--- src/rtl/mem_stage.sv ---
// MEM pipeline stage: issues loads/stores on a request/acknowledge bus, stalls the
// pipeline while an access is in flight, and forwards the write-back triple to MEM_WB.
module mem_stage #(
  parameter int TIMEOUT_CYCLES = 255
) (
  input  logic        clk,
  input  logic        rst,
  input  logic [31:0] ex_wdata,
  input  logic [4:0]  ex_wd,
  input  logic        ex_wreg,
  input  logic [3:0]  ex_mem_op,
  input  logic [31:0] ex_mem_addr,
  input  logic [31:0] ex_mem_sdata,
  output logic [31:0] mem_wdata,
  output logic [4:0]  mem_wd,
  output logic        mem_wreg,
  output logic        stall_req,
  output logic        bus_req,
  output logic        bus_we,
  output logic [31:0] bus_addr,
  output logic [3:0]  bus_sel,
  output logic [31:0] bus_wdata,
  input  logic [31:0] bus_rdata,
  input  logic        bus_ack,
  output logic        align_err,
  output logic        bus_err
);

  typedef enum logic [1:0] {
    S_IDLE = 2'd0,
    S_BUSY = 2'd1,
    S_DONE = 2'd2
  } state_t;

  localparam int CW = (TIMEOUT_CYCLES < 2) ? 1 : $clog2(TIMEOUT_CYCLES + 1);
  localparam logic [CW-1:0] TO_LAST = (TIMEOUT_CYCLES == 0) ? '0 : CW'(TIMEOUT_CYCLES - 1);

  // Access size code: 0 none, 1 byte, 2 halfword, 3 word.
  function automatic logic [1:0] op_size(input logic [3:0] op);
    case (op)
      4'd1, 4'd2, 4'd6: op_size = 2'd1;
      4'd3, 4'd4, 4'd7: op_size = 2'd2;
      4'd5, 4'd8:       op_size = 2'd3;
      default:          op_size = 2'd0;
    endcase
  endfunction

  function automatic logic op_is_store(input logic [3:0] op);
    op_is_store = (op == 4'd6) || (op == 4'd7) || (op == 4'd8);
  endfunction

  function automatic logic misaligned(input logic [1:0] size, input logic [1:0] off);
    case (size)
      2'd2:    misaligned = off[0];
      2'd3:    misaligned = |off;
      default: misaligned = 1'b0;
    endcase
  endfunction

  function automatic logic [3:0] lane_sel(input logic [1:0] size, input logic [1:0] off);
    case (size)
      2'd1:    lane_sel = 4'b1000 >> off;
      2'd2:    lane_sel = off[1] ? 4'b0011 : 4'b1100;
      2'd3:    lane_sel = 4'b1111;
      default: lane_sel = 4'b0000;
    endcase
  endfunction

  function automatic logic [31:0] store_data(input logic [1:0] size, input logic [31:0] d);
    case (size)
      2'd1:    store_data = {4{d[7:0]}};
      2'd2:    store_data = {2{d[15:0]}};
      default: store_data = d;
    endcase
  endfunction

  // Big-endian lane extraction: offset 0 is the most significant byte.
  function automatic logic [31:0] load_data(input logic [3:0] op, input logic [1:0] off,
                                            input logic [31:0] d);
    logic [7:0]  b;
    logic [15:0] h;
    case (off)
      2'd0:    b = d[31:24];
      2'd1:    b = d[23:16];
      2'd2:    b = d[15:8];
      default: b = d[7:0];
    endcase
    h = off[1] ? d[15:0] : d[31:16];
    case (op)
      4'd1:    load_data = {{24{b[7]}}, b};
      4'd2:    load_data = {24'd0, b};
      4'd3:    load_data = {{16{h[15]}}, h};
      4'd4:    load_data = {16'd0, h};
      default: load_data = d;
    endcase
  endfunction

  state_t        state_q, state_d;
  logic [CW-1:0] cnt_q, cnt_d;
  logic [31:0]   rdata_q, rdata_d;
  logic          abort_q, abort_d;
  logic [3:0]    op_q, op_d;
  logic [1:0]    off_q, off_d;
  logic          bus_req_q, bus_req_d;
  logic          bus_we_q, bus_we_d;
  logic [31:0]   bus_addr_q, bus_addr_d;
  logic [3:0]    bus_sel_q, bus_sel_d;
  logic [31:0]   bus_wdata_q, bus_wdata_d;

  logic [31:0] mem_wdata_s;
  logic [4:0]  mem_wd_s;
  logic        mem_wreg_s;
  logic        stall_s;
  logic        align_s;
  logic        berr_s;
  logic [1:0]  size_s;

  assign size_s = op_size(ex_mem_op);

  // Next-state and stage outputs.
  always_comb begin
    state_d     = state_q;
    cnt_d       = cnt_q;
    rdata_d     = rdata_q;
    abort_d     = abort_q;
    op_d        = op_q;
    off_d       = off_q;
    bus_req_d   = bus_req_q;
    bus_we_d    = bus_we_q;
    bus_addr_d  = bus_addr_q;
    bus_sel_d   = bus_sel_q;
    bus_wdata_d = bus_wdata_q;
    mem_wdata_s = ex_wdata;
    mem_wd_s    = ex_wd;
    mem_wreg_s  = 1'b0;
    stall_s     = 1'b0;
    align_s     = 1'b0;
    berr_s      = 1'b0;
    case (state_q)
      S_IDLE: begin
        if (size_s == 2'd0) begin
          mem_wreg_s = ex_wreg;
        end else if (misaligned(size_s, ex_mem_addr[1:0])) begin
          align_s = 1'b1;
        end else begin
          stall_s     = 1'b1;
          state_d     = S_BUSY;
          cnt_d       = '0;
          abort_d     = 1'b0;
          op_d        = ex_mem_op;
          off_d       = ex_mem_addr[1:0];
          bus_req_d   = 1'b1;
          bus_we_d    = op_is_store(ex_mem_op);
          bus_addr_d  = {ex_mem_addr[31:2], 2'b00};
          bus_sel_d   = lane_sel(size_s, ex_mem_addr[1:0]);
          bus_wdata_d = store_data(size_s, ex_mem_sdata);
        end
      end
      S_BUSY: begin
        stall_s = 1'b1;
        cnt_d   = cnt_q + {{(CW-1){1'b0}}, 1'b1};
        if (bus_ack) begin
          rdata_d   = bus_rdata;
          bus_req_d = 1'b0;
          state_d   = S_DONE;
        end else if ((TIMEOUT_CYCLES != 0) && (cnt_q == TO_LAST)) begin
          abort_d   = 1'b1;
          bus_req_d = 1'b0;
          state_d   = S_DONE;
        end else begin
          state_d = S_BUSY;
        end
      end
      S_DONE: begin
        state_d = S_IDLE;
        if (abort_q) begin
          berr_s = 1'b1;
        end else if (!op_is_store(op_q)) begin
          mem_wdata_s = load_data(op_q, off_q, rdata_q);
          mem_wreg_s  = ex_wreg;
        end else begin
          mem_wreg_s = 1'b0;
        end
      end
      default: begin
        state_d = S_IDLE;
      end
    endcase
  end

  // State, capture and bus registers.
  always_ff @(posedge clk or negedge rst) begin
    if (!rst) begin
      state_q     <= S_IDLE;
      cnt_q       <= '0;
      rdata_q     <= 32'd0;
      abort_q     <= 1'b0;
      op_q        <= 4'd0;
      off_q       <= 2'd0;
      bus_req_q   <= 1'b0;
      bus_we_q    <= 1'b0;
      bus_addr_q  <= 32'd0;
      bus_sel_q   <= 4'd0;
      bus_wdata_q <= 32'd0;
    end else begin
      state_q     <= state_d;
      cnt_q       <= cnt_d;
      rdata_q     <= rdata_d;
      abort_q     <= abort_d;
      op_q        <= op_d;
      off_q       <= off_d;
      bus_req_q   <= bus_req_d;
      bus_we_q    <= bus_we_d;
      bus_addr_q  <= bus_addr_d;
      bus_sel_q   <= bus_sel_d;
      bus_wdata_q <= bus_wdata_d;
    end
  end

  // Combinational outputs are forced low while reset is held.
  assign mem_wdata = rst ? mem_wdata_s : 32'd0;
  assign mem_wd    = rst ? mem_wd_s    : 5'd0;
  assign mem_wreg  = rst & mem_wreg_s;
  assign stall_req = rst & stall_s;
  assign align_err = rst & align_s;
  assign bus_err   = rst & berr_s;
  assign bus_req   = bus_req_q;
  assign bus_we    = bus_we_q;
  assign bus_addr  = bus_addr_q;
  assign bus_sel   = bus_sel_q;
  assign bus_wdata = bus_wdata_q;

endmodule

--- config.mk ---
export PLATFORM = sky130hd
export DESIGN_NAME = mem_stage
export DESIGN_NICKNAME = d
export VERILOG_FILES = /design/src/rtl/mem_stage.sv
export SDC_FILE = /design/constraint.sdc
export NUM_CORES = 1
export LEC_CHECK = 0
export BUFFER_PORTS_ARGS = -buffer_cell sky130_fd_sc_hd__buf_2
export CORE_MARGIN = 10
export CORE_UTILIZATION = 50
export CTS_CLUSTER_SIZE = 28
export DETAILED_ROUTE_END_ITERATION = 8
export HOLD_SLACK_MARGIN = 0.12
export PLACE_DENSITY = 0.8
export SETUP_SLACK_MARGIN = 0.5
export SLEW_MARGIN = 25
export SYNTH_ARGS = -nofsm -noshare
export SYNTH_HDL_FRONTEND = slang
export SYNTH_SLANG_ARGS = --single-unit
--- constraint.sdc ---
create_clock -name clk -period 2.9 [get_ports clk]
set_clock_uncertainty 0.05 [all_clocks]
set_input_delay 0.145 -clock clk [delete_from_list [all_inputs] [get_ports clk]]
set_output_delay 0.145 -clock clk [all_outputs]
set_load 0.02 [all_outputs]
==> results.cfg, run 1 <==
[sta]
fmax_mhz = 351
final-hold-violation-count = 0
setup_viol_count_final = 0
max_slew_margin_pct = 41.9
rsz0062_at_grt = yes
slew_viol_final = 0
tightest_slew_ps = 872
fin_ws_ps = 54.7
fin_crit_ps = 2850
final.period_utilization_pct = 98.1

[power]
p_int_w = 0.00612
irDropWorstVdd_uv = 804
p_leak_nw = 4.79
p_switching_w = 0.00464
power_frac_comb_pct = 52.4
seq_power_share_pct = 29.0
p_clk_share_pct = 18.6
switching_share_pct = 43.1
power_density_mw_per_mm2 = 1050

[cts]
cts_made_buffers = 17
clk_pin_slew_worst_paths_ps = 60
worstSkewPairLatency_ps = 410
cts.sinks = 117
htree_levels = 4
cts_tree = yes
root_buffer = clkbuf_16
cts_buffer_depth = 2

[global_routing]
antenna_found_initial = 3
grt.overflow.total = 0
grt_start_max_net_pins = 68
grt_pass1_vias = 7117
grt.total_usage_pct = 27.2
grt_pass1_wl_um = 39500

[setup_path]
critPathCaptureType = output pin
path_class = reg -> out
worstPathRequired_ps = 2710
cp.arrival_ps = 2650
crit_fanout = 32
startpoint_type = register

[floorplanning]
initial_core_util_pct = 51.8
boundaryPins = 252
rows = 41
die_w_um = 135
die_area_sq_mm = 0.0182
core_region_area_sq_mm = 0.0128
dieHeight_um = 135

[synth]
synth_cell_type_count = 59
yosys_warnings = 0
synthArstFlopShare_pct = 100
syn_inst = 641
ys_ff_latch = 117
seq_area_frac_synth_pct = 44.2
avgSynthCellArea_sq_um = 10.3
ys.flop_type = dfrtp_1
synth_area_sq_mm = 0.00662
synth_edf_count = 0

[finish]
final_cells = 1195
area.growth.synth_to_final_pct = 55.1
layout-drive-gt1-share_pct = 47.7
nets = 1156

[routing]
drt_wl_total_um = 27500
wire_per_inst_um = 23.0
firstDrtPassIters = 6
viasPerCell = 6.03
num_vias = 7208
ant_nets = 0
drc_errors = 0
dr.first_iter.drc_count = 739

[place]
gp_congestion = 0.915
place_ws_ps = 167
dp.cells = 1038
dp_hpwl_um = 15800
numPortBuffers = 249

[hold_path]
hold_path.class = in -> reg

[job]
cap_violations = 0

[run_status]
outcome = complete, no violations
==> cell type report <==
| type | count | area, sq um |
|---|---|---|
| diodes | 4 | 10.0 |
| clock buffers | 19 | 453 |
| clock inverters | 13 | 109 |
| fillers | 718 | 2500 |
| inverters | 36 | 135 |
| multi-input cells | 440 | 3640 |
| flip-flops and latches | 117 | 2930 |
| well taps | 172 | 215 |
| repair buffers | 394 | 2780 |
==> power groups by stage <==
stage	Clock, W	Sequential (W)	Combinational [W]
floorplan	0	0.00348	0.00257
global placement	0	0.00298	0.00449
detailed placement	0	0.00300	0.00457
CTS	0.00201	0.00301	0.00495
global route	0.00209	0.00318	0.00593
finish	0.00200	0.00312	0.00563
==> stage by stage <==
stage                     utilization [%]  cell area (sq um)  hold WS, ps  power (W)  TNS, ps
after CTS                            77.8               9940          121    0.00996        0
after detailed placement             64.0               8170         77.5    0.00758        0
after floorplan                         -               6710         -201    0.00605        0
after global routing                 80.4              10300          169     0.0112    -33.8
after global placement               64.0               8170         73.5    0.00747        0
final                                80.4              10300          161     0.0108        0
==> kinds of logic (layout without fill, tap and decap cells) <==
logic type	count (synthesis)	count (layout)	synth area share [%]
mux	125	125	21.0
flops	117	117	44.2
xor+xnor	2	2	0.265
buf+inv	85	462	5.31
fa+ha+maj	9	9	1.70
simple gates	169	169	14.7
compound gates	133	133	12.7
other cells	1	6	0.0566
==> critical path, stage by stage, from the launching register on <==
cell and delay, ps:
dfrtp_1 360, buf_4 330, mux2i_1 180, a2bb2oi_1 350
a2111oi_4 120, buf_4 170, buf_8 140, nor4b_1 350
buf_2 240
==> worst paths after layout <==
check | startpoint | endpoint | slack [ps] | depth (start not counted)
max | off_q[1]$_DFFE_PN0P_ | mem_wdata[17] | 50 | 8
max in group asynchronous | rst | bus_addr[4]$_DFFE_PN0P_ | 1300 | 3
min reg2reg | bus_addr[8]$_DFFE_PN0P_ | bus_addr[8]$_DFFE_PN0P_ | 450 | 1
min | ex_mem_sdata[22] | bus_wdata[22]$_DFFE_PN0P_ | 160 | 4
max reg2reg | state_q[0]$_DFFE_PN0P_ | bus_wdata[16]$_DFFE_PN0P_ | 900 | 5
min in group asynchronous | rst | bus_wdata[11]$_DFFE_PN0P_ | 200 | 2
==> state kept, by name, summed over array words and instances, names as in the netlist <==
| name | cells |
|---|---|
| bus_wdata | 32 |
| abort_q | 1 |
| bus_addr | 30 |
| op_q | 4 |
| off_q | 2 |
| bus_req | 1 |
| state_q | 2 |
| rdata_q | 32 |
| bus_sel | 4 |
| bus_we | 1 |
| cnt_q | 8 |
==> placed cells by master, fill, tap and decap left out, drive strengths merged, types with 12 or more instances in the layout <==
cell type    instances
dlygate4sd3         99
nor2                28
mux2               103
clkbuf              21
nor4b               18
a21oi               23
nand3               14
buf                293
inv                 36
o21ai               55
nor3                19
nand2               26
mux2i               21
nand2b              12
dfrtp              117
==> repair_timing <==
| action | in CTS | in global routing |
|---|---|---|
| buffers inserted | 6 | 12 |
| gates resized for setup | 47 | 53 |
| hold buffers | 99 | 0 |
| pin swaps | 7 | 18 |
| gates cloned | 1 | 3 |
| setup endpoints to repair | 33 | 80 |
| hold endpoints to repair | 155 | 0 |
==> routing by layer <==
| layer | vias up | track usage [%] | routed length [um] |
|---|---|---|---|
| met3 | 139 | 10.0 | 2830 |
| met2 | 501 | 45.5 | 13500 |
| met4 | 0 | 12.0 | 1400 |
| met5 | - | 0 | 0 |
| li1 | 3067 | - | - |
| met1 | 3501 | 30.5 | 9760 |
==> synth_stat cells, types with 8 or more instances <==
cell type	n	share of area [%]
ha_1	9	1.7
inv_1	36	2.0
or3_1	9	0.85
a22oi_1	8	0.91
mux2_2	103	18
nor3_1	19	1.4
nand2_1	26	1.5
o211ai_1	8	0.91
mux2i_1	21	3.2
o21ai_0	55	4.2
buf_2	14	1.1
dfrtp_1	117	44
nor4b_1	18	2.4
nand2b_1	12	1.1
nand3_1	13	0.98
a21oi_1	23	1.7
nor2_1	28	1.6
clkbuf_1	26	1.5
Note: power is estimated with default switching activity, not from simulation.
==> run 2: changes to the inputs <==
==> constraint.sdc (replaced) <==
create_clock -name clk -period 3.2 [get_ports clk]
set_clock_uncertainty 0.05 [all_clocks]
set_input_delay 0.16 -clock clk [delete_from_list [all_inputs] [get_ports clk]]
set_output_delay 0.16 -clock clk [all_outputs]
set_load 0.02 [all_outputs]
==> run 2 against run 1 <==
  * Worst hold slack gained 0.91 ps
  * Sequential share of layout area grew 1.1 points
  * Utilization shrank 2.8 points
  * First-iteration DRC count shrank 21%
  * Highest routed layer unchanged
  * Sequential power shrank 9.9%
==> results.cfg, run 2 (synthesis results as in run 1) <==
[routing]
firstDrtPassIters = 8
wire_per_inst_um = 21.3
drc_errors = 0
ant_nets = 0
viasPerCell = 5.75
drt_wl_total_um = 25000
num_vias = 6776
dr.first_iter.drc_count = 581

[power]
p_leak_nw = 4.63
switching_share_pct = 41.3
power_frac_comb_pct = 48.3
p_int_w = 0.00546
irDropWorstVdd_uv = 634
seq_power_share_pct = 30.2
p_clk_share_pct = 21.5
power_density_mw_per_mm2 = 939
p_switching_w = 0.00384

[global_routing]
antenna_found_initial = 2
grt_start_max_net_pins = 82
grt_pass1_vias = 7051
grt_pass1_wl_um = 39100
grt.overflow.total = 0
grt.total_usage_pct = 27.0

[hold_path]
hold_path.class = in -> reg
hold-path-endpoint = bus_wdata[22]$_DFFE_PN0P_
worstHoldStart = ex_mem_sdata[22]
hold_depth = 4

[floorplanning]
rows = 41
boundaryPins = 252
dieHeight_um = 135
die_w_um = 135
die_area_sq_mm = 0.0182
initial_core_util_pct = 51.8
core_region_area_sq_mm = 0.0128

[finish]
layout-drive-gt1-share_pct = 44.6
area.growth.synth_to_final_pct = 49.7
fin_area_sq_mm = 0.00991
final_cell_mix = buf_2 (238), dfrtp_1 (113), mux2_2 (103), dlygate4sd3_1 (100), o21ai_0 (53)
fillers = 815
nets = 1142
layout_commonest_cell = buf_2

[place]
post_dp_cell_area_sq_mm = 0.00807
gp_congestion = 0.901
dp_hpwl_um = 15900
numPortBuffers = 249

[setup_path]
timing.rr.end = bus_addr[7]$_DFFE_PN0P_
critPathCaptureType = output pin
timing.reg2reg.setup_slack_ps = 1210
worstPathRequired_ps = 2990
path_class = reg -> out
r2r-start = state_q[0]$_DFFE_PN0P_
cp_slowest_stage_delay_ps = 500
reg2reg_depth = 5
slowest_stage = mux4_2
startpoint_type = register
crit_chain = mux4_2 > or3b_4 > a2111oi_4 > buf_4 > nor4b_1 > buf_2
crit_fanout = 8
cp.arrival_ps = 2560

[cts]
root_buffer = clkbuf_16
cts_buffer_depth = 2
cts_tree = yes
worstSkewPairLatency_ps = 410
clk_pin_slew_worst_paths_ps = 50
cts_made_buffers = 17
cts.sinks = 117
htree_levels = 4

[sta]
rsz0062_at_grt = yes
tns_ps = 0
fin_crit_ps = 2770
fmax_mhz = 361
slew_viol_final = 0
tightest_slew_ps = 642
final-hold-violation-count = 0
max_slew_margin_pct = 57.2
final.period_utilization_pct = 86.5
setup_viol_count_final = 0

[job]
cap_violations = 0

[run_status]
outcome = complete, no violations
## run 2: worst max-delay path by stage
stage,startpoint,endpoint
floorplan,op_q[1]$_DFFE_PN0P_,mem_wdata[29]
global placement,ex_mem_op[0],bus_addr[3]$_DFFE_PN0P_
detailed placement,ex_mem_op[0],bus_addr[13]$_DFFE_PN0P_
CTS,rdata_q[15]$_DFFE_PN0P_,mem_wdata[18]
global route,rdata_q[23]$_DFFE_PN0P_,mem_wdata[18]
finish,rdata_q[23]$_DFFE_PN0P_,mem_wdata[18]
## run 2: area by class of cell
class / count / area (sq um) / share of cell area (%)
Antenna cell: 2 / 5.00 / 0.0505
Clock buffer: 23 / 488 / 4.92
Clock inverter: 8 / 121 / 1.22
Inverter: 36 / 135 / 1.36
Multi-Input combinational cell: 440 / 3470 / 35.0
Sequential cell: 117 / 2930 / 29.6
Tap cell: 172 / 215 / 2.17
Timing Repair Buffer: 380 / 2540 / 25.7
## run 2: routing by layer
metal	up-vias	global-route usage [%]	wire length, um
li1	3030	-	-
met1	3264	30.2	9200
met2	395	44.2	12200
met3	87	10.1	2470
met4	0	13.8	1170
met5	-	0	0
## run 2: through the flow
step	power, W	setup slack [ps]	hold slack (ps)	instances	utilization, %
after floorplan	0.00544	595	-186	642	-
after CTS	0.00910	428	129	1175	77.1
after global placement	0.00674	517	129	1037	63.2
after global routing	0.00978	355	174	1178	77.6
final	0.00930	433	162	1178	77.6
after detailed placement	0.00684	384	126	1037	63.2
## run 2: worst max-delay path, delay by kind of cell, from the launching register on
kind | cells | cell delay [ps]
buf+inv | 2 | 390
compound gates | 1 | 380
flops | 1 | 410
simple gates | 2 | 460
mux | 1 | 500
## run 2: timing repair
item                                    CTS  global route
cloned                                    1             0
buffers inserted                          6             1
gates resized for setup                  29            13
hold buffers                            100             0
endpoints found under the setup margin   26            26
pin swaps                                 2             2
hold endpoints to repair                142             0
## run 2: power by group through the flow
stage	sequential (W)	clock [W]	combinational, W
after floorplan	0.00315	0	0.00229
after global placement	0.00274	0	0.00400
after detailed placement	0.00276	0	0.00408
after CTS	0.00274	0.00201	0.00435
after global routing	0.00288	0.00208	0.00481
final	0.00281	0.00200	0.00449
